`src/rtl/trace_scheduler_pkg.sv`:
```
// Shared types and constants for the trace scheduler: FSM states, default
// geometry, index widths and the saturating wrap-count helper.
package trace_pkg;

   localparam int TRACE_DEPTH    = 32;
   localparam int TRACE_CHANNELS = 4;

   localparam logic [7:0] WRAPS_MAX = 8'd255;

   typedef logic [$clog2(TRACE_DEPTH)-1:0]    step_t;
   typedef logic [$clog2(TRACE_CHANNELS)-1:0] chan_t;

   typedef enum logic [1:0] {
      ST_IDLE = 2'd0,
      ST_RUN  = 2'd1,
      ST_DONE = 2'd2
   } state_t;

   function automatic logic [7:0] wraps_sat_inc(input logic [7:0] v);
      return (v == WRAPS_MAX) ? v : v + 8'd1;
   endfunction

endpackage

```
`src/rtl/trace_scheduler_if.sv`:
```
// Configuration, control and trace-output bundle between the bench driver
// (master) and the scheduler (slave).
interface trace_scheduler_if
   import trace_pkg::*;
#(
   parameter int DEPTH    = TRACE_DEPTH,
   parameter int CHANNELS = TRACE_CHANNELS
);
   logic                        cfg_we;
   logic [$clog2(CHANNELS)-1:0] cfg_chan;
   logic [$clog2(DEPTH)-1:0]    cfg_step;
   logic                        cfg_val;
   logic                        cfg_ready;
   logic                        start;
   logic                        stop;
   logic                        loop;
   logic                        step_en;
   logic [CHANNELS-1:0]         trace_out;
   logic [$clog2(DEPTH)-1:0]    t;
   logic                        busy;
   logic                        done;
   logic [7:0]                  wraps;

   modport master (
      output cfg_we, cfg_chan, cfg_step, cfg_val, start, stop, loop, step_en,
      input  cfg_ready, trace_out, t, busy, done, wraps
   );

   modport slave (
      input  cfg_we, cfg_chan, cfg_step, cfg_val, start, stop, loop, step_en,
      output cfg_ready, trace_out, t, busy, done, wraps
   );
endinterface

```
`src/rtl/trace_mem.sv`:
```
// CHANNELS x DEPTH trace bit store: synchronous clear, one bit-write port and
// a combinational column read (all channels at one step).
module trace_mem
#(
   parameter int DEPTH    = 32,
   parameter int CHANNELS = 4
) (
   input  logic                        i_clk,
   input  logic                        i_rst,
   input  logic                        i_we,
   input  logic [$clog2(CHANNELS)-1:0] i_chan,
   input  logic [$clog2(DEPTH)-1:0]    i_step,
   input  logic                        i_val,
   input  logic [$clog2(DEPTH)-1:0]    i_rd_step,
   output logic [CHANNELS-1:0]         o_col
);
   logic [DEPTH-1:0] r_mem [CHANNELS];
   logic             w_chan_ok;

   // Channel indices beyond the populated rows are dropped.
   assign w_chan_ok = (int'(i_chan) < CHANNELS);

   always_ff @(posedge i_clk) begin
      if (i_rst) begin
         for (int c = 0; c < CHANNELS; c++) begin
            r_mem[c] <= '0;
         end
      end else if (i_we && w_chan_ok) begin
         r_mem[i_chan][i_step] <= i_val;
      end
   end

   always_comb begin
      o_col = '0;
      for (int c = 0; c < CHANNELS; c++) begin
         o_col[c] = r_mem[c][i_rd_step];
      end
   end

endmodule

```
`src/rtl/trace_scheduler.sv`:
```
// Run-time programmable trace player: IDLE/RUN/DONE sequencer with pause,
// stop, looping and a saturating wrap counter over a trace_mem store.
module trace_scheduler
   import trace_pkg::*;
#(
   parameter int DEPTH    = TRACE_DEPTH,
   parameter int CHANNELS = TRACE_CHANNELS
) (
   input  logic              clock,
   input  logic              reset,
   trace_scheduler_if.slave  bus
);
   localparam int             SW   = $clog2(DEPTH);
   localparam logic [SW-1:0]  LAST = SW'(DEPTH - 1);

   state_t                r_state;
   state_t                w_state_nxt;
   logic [SW-1:0]         r_t;
   logic [SW-1:0]         w_t_nxt;
   logic                  r_loop;
   logic                  w_loop_nxt;
   logic [7:0]            r_wraps;
   logic [7:0]            w_wraps_nxt;
   logic                  w_cfg_ready;
   logic                  w_we;
   logic [CHANNELS-1:0]   w_col;

   // Writes are only honoured while the player is not consuming the store.
   assign w_cfg_ready = (r_state != ST_RUN);
   assign w_we        = bus.cfg_we & w_cfg_ready;

   trace_mem #(
      .DEPTH    (DEPTH),
      .CHANNELS (CHANNELS)
   ) u_mem (
      .i_clk     (clock),
      .i_rst     (reset),
      .i_we      (w_we),
      .i_chan    (bus.cfg_chan),
      .i_step    (bus.cfg_step),
      .i_val     (bus.cfg_val),
      .i_rd_step (r_t),
      .o_col     (w_col)
   );

   always_ff @(posedge clock) begin
      if (reset) begin
         r_state <= ST_IDLE;
         r_t     <= '0;
         r_loop  <= 1'b0;
         r_wraps <= 8'd0;
      end else begin
         r_state <= w_state_nxt;
         r_t     <= w_t_nxt;
         r_loop  <= w_loop_nxt;
         r_wraps <= w_wraps_nxt;
      end
   end

   always_comb begin
      w_state_nxt = r_state;
      w_t_nxt     = r_t;
      w_loop_nxt  = r_loop;
      w_wraps_nxt = r_wraps;
      case (r_state)
         ST_IDLE: begin
            if (bus.start) begin
               w_state_nxt = ST_RUN;
               w_t_nxt     = '0;
               w_loop_nxt  = bus.loop;
               w_wraps_nxt = 8'd0;
            end else begin
               w_state_nxt = ST_IDLE;
            end
         end
         ST_RUN: begin
            if (bus.stop) begin
               w_state_nxt = ST_IDLE;
               w_t_nxt     = '0;
            end else if (!bus.step_en) begin
               w_t_nxt = r_t;
            end else if (r_t != LAST) begin
               w_t_nxt = r_t + SW'(1);
            end else if (r_loop) begin
               w_t_nxt     = '0;
               w_wraps_nxt = wraps_sat_inc(r_wraps);
            end else begin
               // Finishing keeps t on the last step for the DONE observer.
               w_state_nxt = ST_DONE;
            end
         end
         ST_DONE: begin
            if (bus.stop) begin
               w_state_nxt = ST_IDLE;
               w_t_nxt     = '0;
            end else if (bus.start) begin
               w_state_nxt = ST_RUN;
               w_t_nxt     = '0;
               w_loop_nxt  = bus.loop;
               w_wraps_nxt = 8'd0;
            end else begin
               w_state_nxt = ST_DONE;
            end
         end
         default: begin
            w_state_nxt = ST_IDLE;
            w_t_nxt     = '0;
         end
      endcase
   end

   assign bus.cfg_ready = w_cfg_ready;
   assign bus.trace_out = (r_state == ST_RUN) ? w_col : '0;
   assign bus.t         = r_t;
   assign bus.busy      = (r_state == ST_RUN);
   assign bus.done      = (r_state == ST_DONE);
   assign bus.wraps     = r_wraps;

endmodule

```
`src/flat_wrapper.sv`:
```
// flat-port wrapper written by rule: the top's interface ports become plain ports
module trace_scheduler_flat import trace_pkg::*;
#(
   parameter int DEPTH    = TRACE_DEPTH,
   parameter int CHANNELS = TRACE_CHANNELS
)
  (clock, reset, bus_cfg_we, bus_cfg_chan, bus_cfg_step, bus_cfg_val, bus_start, bus_stop, bus_loop, bus_step_en, bus_cfg_ready, bus_trace_out, bus_t, bus_busy, bus_done, bus_wraps);
  trace_scheduler_if #(.DEPTH(DEPTH), .CHANNELS(CHANNELS)) bus_i ();
  input  logic clock;
  input  logic reset;
  input wire logic [$bits(bus_i.cfg_we)-1:0] bus_cfg_we;
  input wire logic [$bits(bus_i.cfg_chan)-1:0] bus_cfg_chan;
  input wire logic [$bits(bus_i.cfg_step)-1:0] bus_cfg_step;
  input wire logic [$bits(bus_i.cfg_val)-1:0] bus_cfg_val;
  input wire logic [$bits(bus_i.start)-1:0] bus_start;
  input wire logic [$bits(bus_i.stop)-1:0] bus_stop;
  input wire logic [$bits(bus_i.loop)-1:0] bus_loop;
  input wire logic [$bits(bus_i.step_en)-1:0] bus_step_en;
  output wire logic [$bits(bus_i.cfg_ready)-1:0] bus_cfg_ready;
  output wire logic [$bits(bus_i.trace_out)-1:0] bus_trace_out;
  output wire logic [$bits(bus_i.t)-1:0] bus_t;
  output wire logic [$bits(bus_i.busy)-1:0] bus_busy;
  output wire logic [$bits(bus_i.done)-1:0] bus_done;
  output wire logic [$bits(bus_i.wraps)-1:0] bus_wraps;
  assign bus_i.cfg_we = bus_cfg_we;
  assign bus_i.cfg_chan = bus_cfg_chan;
  assign bus_i.cfg_step = bus_cfg_step;
  assign bus_i.cfg_val = bus_cfg_val;
  assign bus_i.start = bus_start;
  assign bus_i.stop = bus_stop;
  assign bus_i.loop = bus_loop;
  assign bus_i.step_en = bus_step_en;
  assign bus_cfg_ready = bus_i.cfg_ready;
  assign bus_trace_out = bus_i.trace_out;
  assign bus_t = bus_i.t;
  assign bus_busy = bus_i.busy;
  assign bus_done = bus_i.done;
  assign bus_wraps = bus_i.wraps;
  trace_scheduler #(.DEPTH(DEPTH), .CHANNELS(CHANNELS)) u_core (.clock(clock), .reset(reset), .bus(bus_i));
endmodule
```
`config.mk`:
```
export PLATFORM = sky130hd
export DESIGN_NAME = trace_scheduler_flat
export DESIGN_NICKNAME = d
export VERILOG_FILES = /design/src/rtl/trace_scheduler_pkg.sv /design/src/rtl/trace_scheduler_if.sv /design/src/rtl/trace_mem.sv /design/src/rtl/trace_scheduler.sv /design/src/flat_wrapper.sv
export SDC_FILE = /design/constraint.sdc
export NUM_CORES = 1
export LEC_CHECK = 0
export BUFFER_PORTS_ARGS = -buffer_cell sky130_fd_sc_hd__buf_2
export CORE_MARGIN = 8
export CORE_UTILIZATION = 55
export DETAILED_ROUTE_END_ITERATION = 6
export GPL_TIMING_DRIVEN = 0
export PLACE_DENSITY = 0.73
export SLEW_MARGIN = 20
export SYNTH_ARGS = -nofsm -noshare
export SYNTH_HDL_FRONTEND = slang
export SYNTH_SLANG_ARGS = --single-unit
```
`constraint.sdc`:
```
create_clock -name clock -period 4.22 [get_ports clock]
set_input_delay 0.844 -clock clock [delete_from_list [all_inputs] [get_ports clock]]
set_output_delay 0.844 -clock clock [all_outputs]
set_load 0.05 [all_outputs]
```
==> run summary <==
Antenna Cells -> 0
Max H-tree Level -> 4
global-route wire length before repair -> 31230 um
Final Cycle Share -> 0.9209
switching part of the total -> 0.2340
IO Count -> 35
number of setup buffers added after CTS -> 0
area delta synth->final -> 12.95%
most common cell after layout, fill and taps aside -> edfxtp_1
overall power -> 3.434 mW
global route total overflow -> 0
critical path peak fanout -> 10
vias -> 5688
P_sw -> 0.8035 mW
cell area after layout -> 8567 um^2
RSZ-0062 raised after global routing -> false
Die Ht -> 133.4 um
Max Clk Rate -> 257.3 MHz
EDFF count, synth -> 128
CTS sink count -> 144
endpoints failing setup -> 0
antenna viol nets, final -> 0
maxcap violations -> 0
root buffer cell -> clkbuf_16
Die Wd -> 133.4 um
outcome -> complete, no violations
wire per inst -> 22.60 um
share of flip-flops with an asynchronous set or reset -> 0
Seq/Total Area, Yosys -> 0.5490
final hold vios -> 0
sequential share of power -> 0.475
GR Util All Layers -> 0.2306
CTS tree -> done
CTS-repair resized insts -> 0
critical path capture point type -> output port
final wirelength -> 20120 um
Int Pwr -> 2.630 mW
Residual DRC -> 0
class of the worst hold path -> reg -> reg
Clock Pin Slew Worst Setup and Hold Paths -> 60 ps
Worst Skew -> 8.041 ps
initial antenna violation count -> 0
Core Rows -> 43
first-pass iteration count of the detailed router -> 5
die area -> 17800 um^2
Netlist Area Pre-Place -> 7585 um^2
Clock Path Buffers -> 2
dpl cell area -> 7975 um^2
Max rail drop VDD -> 0.2630 mV
critical path arrival -> 3040 ps
post-DP HPWL -> 14480 um
PD cells -> 400.8 nW/um^2
Slew headroom -> 0.4577
Synth Net Count -> 663
ys flop type -> edfxtp_1
Least-Margin Pin Slew -> 813.5 ps
vias in the first global route -> 5587
Yosys reg bits -> 144
Clk pwr share -> 0.444
post-synthesis cell count -> 645
setup TNS -> 0 ps
synth unique cells -> 54
initial core utilization -> 0.5550
core area -> 13670 um^2
IO buf count -> 33
largest net degree at the start of global routing -> 36
final RePlAce weighted congestion -> 0.9613
DRT iter0 DRCs -> 566
hold_buf cts -> 0
Leakage -> 3.060 nW
worst endpoint required time -> 3380 ps
Clock Latency Late Sink -> 430 ps
nets@finish -> 715
mean post-synth cell area -> 11.76 um^2
crit start category -> flop
cts bufs inserted -> 17
Period minus WS final -> 3886 ps
vias per cell -> 6.391
Comb pwr share -> 0.081
Max Transition Viols Final -> 0
layout cells sized above 1 -> 0.2268
Yosys warnings -> 0
most frequent cells in the layout -> 128 x edfxtp_1, 106 x nor2_1, 96 x o21bai_1, 44 x buf_2, 39 x a21oi_1
CP Class -> reg -> out
metal layers:
metal / track usage / share of wire / up-vias
met2: 0.3762 / 0.49 / 313
met3: 0.05685 / 0.096 / 49
met1: 0.2854 / 0.39 / 2810
met4: 0.1017 / 0.029 / 0
li1: - / - / 2516
met5: 0 / 0 / -
flip-flops by register name, indices dropped and copies added (netlist names):
signal and count:
u_core.r_state 2, u_core.r_loop 1, u_core.u_mem.r_mem 128, u_core.bus.wraps 8, u_core.bus.t 5
final cells by class:
| type | instances | area [um^2] |
|---|---|---|
| fill | 1100 | 5099 |
| multi-input combinational | 443 | 3126 |
| timing repair buffer | 33 | 165.2 |
| sequential | 144 | 4164 |
| tap | 180 | 225.2 |
| clock inverter | 15 | 166.4 |
| buffer | 52 | 272.8 |
| clock buffer | 17 | 425.4 |
| inverter | 6 | 22.52 |
Yosys cell counts, types with 8 or more instances:
library cell,instances,area (um^2)
a211oi_1,8,60.06
a21oi_1,39,195.2
buf_2,11,55.05
clkbuf_1,25,93.84
dfxtp_1,16,320.3
edfxtp_1,128,3844
mux2_2,8,90.09
mux2i_1,8,80.08
mux4_2,24,540.5
nand2_1,17,63.81
nor2_1,106,397.9
nor2_2,30,187.7
o21ai_0,10,50.05
o21bai_1,96,720.7
o22ai_1,9,56.30
final timing paths:
| kind | cells after the start | slack [ps] | endpoint | start |
|---|---|---|---|---|
| worst max-delay path | 8 | 330 | bus_trace_out[0] | u_core.bus.t[1]$_SDFFE_PP0P_ |
| worst min-delay path | 2 | 480 | u_core.r_loop$_SDFFE_PP0P_ | u_core.r_loop$_SDFFE_PP0P_ |
| worst max register to register | 9 | 1450 | u_core.bus.t[2]$_SDFFE_PP0P_ | u_core.bus.t[2]$_SDFFE_PP0P_ |
| worst min register to register | 2 | 480 | u_core.r_loop$_SDFFE_PP0P_ | u_core.r_loop$_SDFFE_PP0P_ |
power groups by stage:
stage / clock network (mW) / registers, mW / logic (mW)
after floorplan: 0 / 1.65 / 0.190
after detailed placement: 0 / 1.66 / 0.271
after global placement: 0 / 1.66 / 0.263
after global routing: 1.58 / 1.64 / 0.297
after CTS: 1.53 / 1.63 / 0.273
final: 1.52 / 1.63 / 0.277
worst max-delay path, stage by stage, from the launching register on:
cell	delay [ps]
dfxtp_1	370
buf_2	250
buf_4	270
buf_4	270
mux2i_1	130
a221oi_1	520
o221ai_1	230
a211oi_1	250
buf_2	320
cells by family after synthesis:
family          synth area share
simple gates              0.1391
compound gates            0.1744
flops                     0.5490
buf+inv                  0.03893
mux                      0.09370
fa+ha+maj               0.004949
stage by stage:
stage	instances	util	worst slack (ps)	hold slack (ps)
finish	890	0.6269	334.0	484.5
global route	890	0.6269	180.9	495.0
CTS	890	0.6269	346.6	479.3
detailed placement	858	0.5836	808.5	471.6
global placement	858	0.5836	867.4	477.6
floorplan	645	-	464.1	450.2
(Power assumes the default switching activity.)
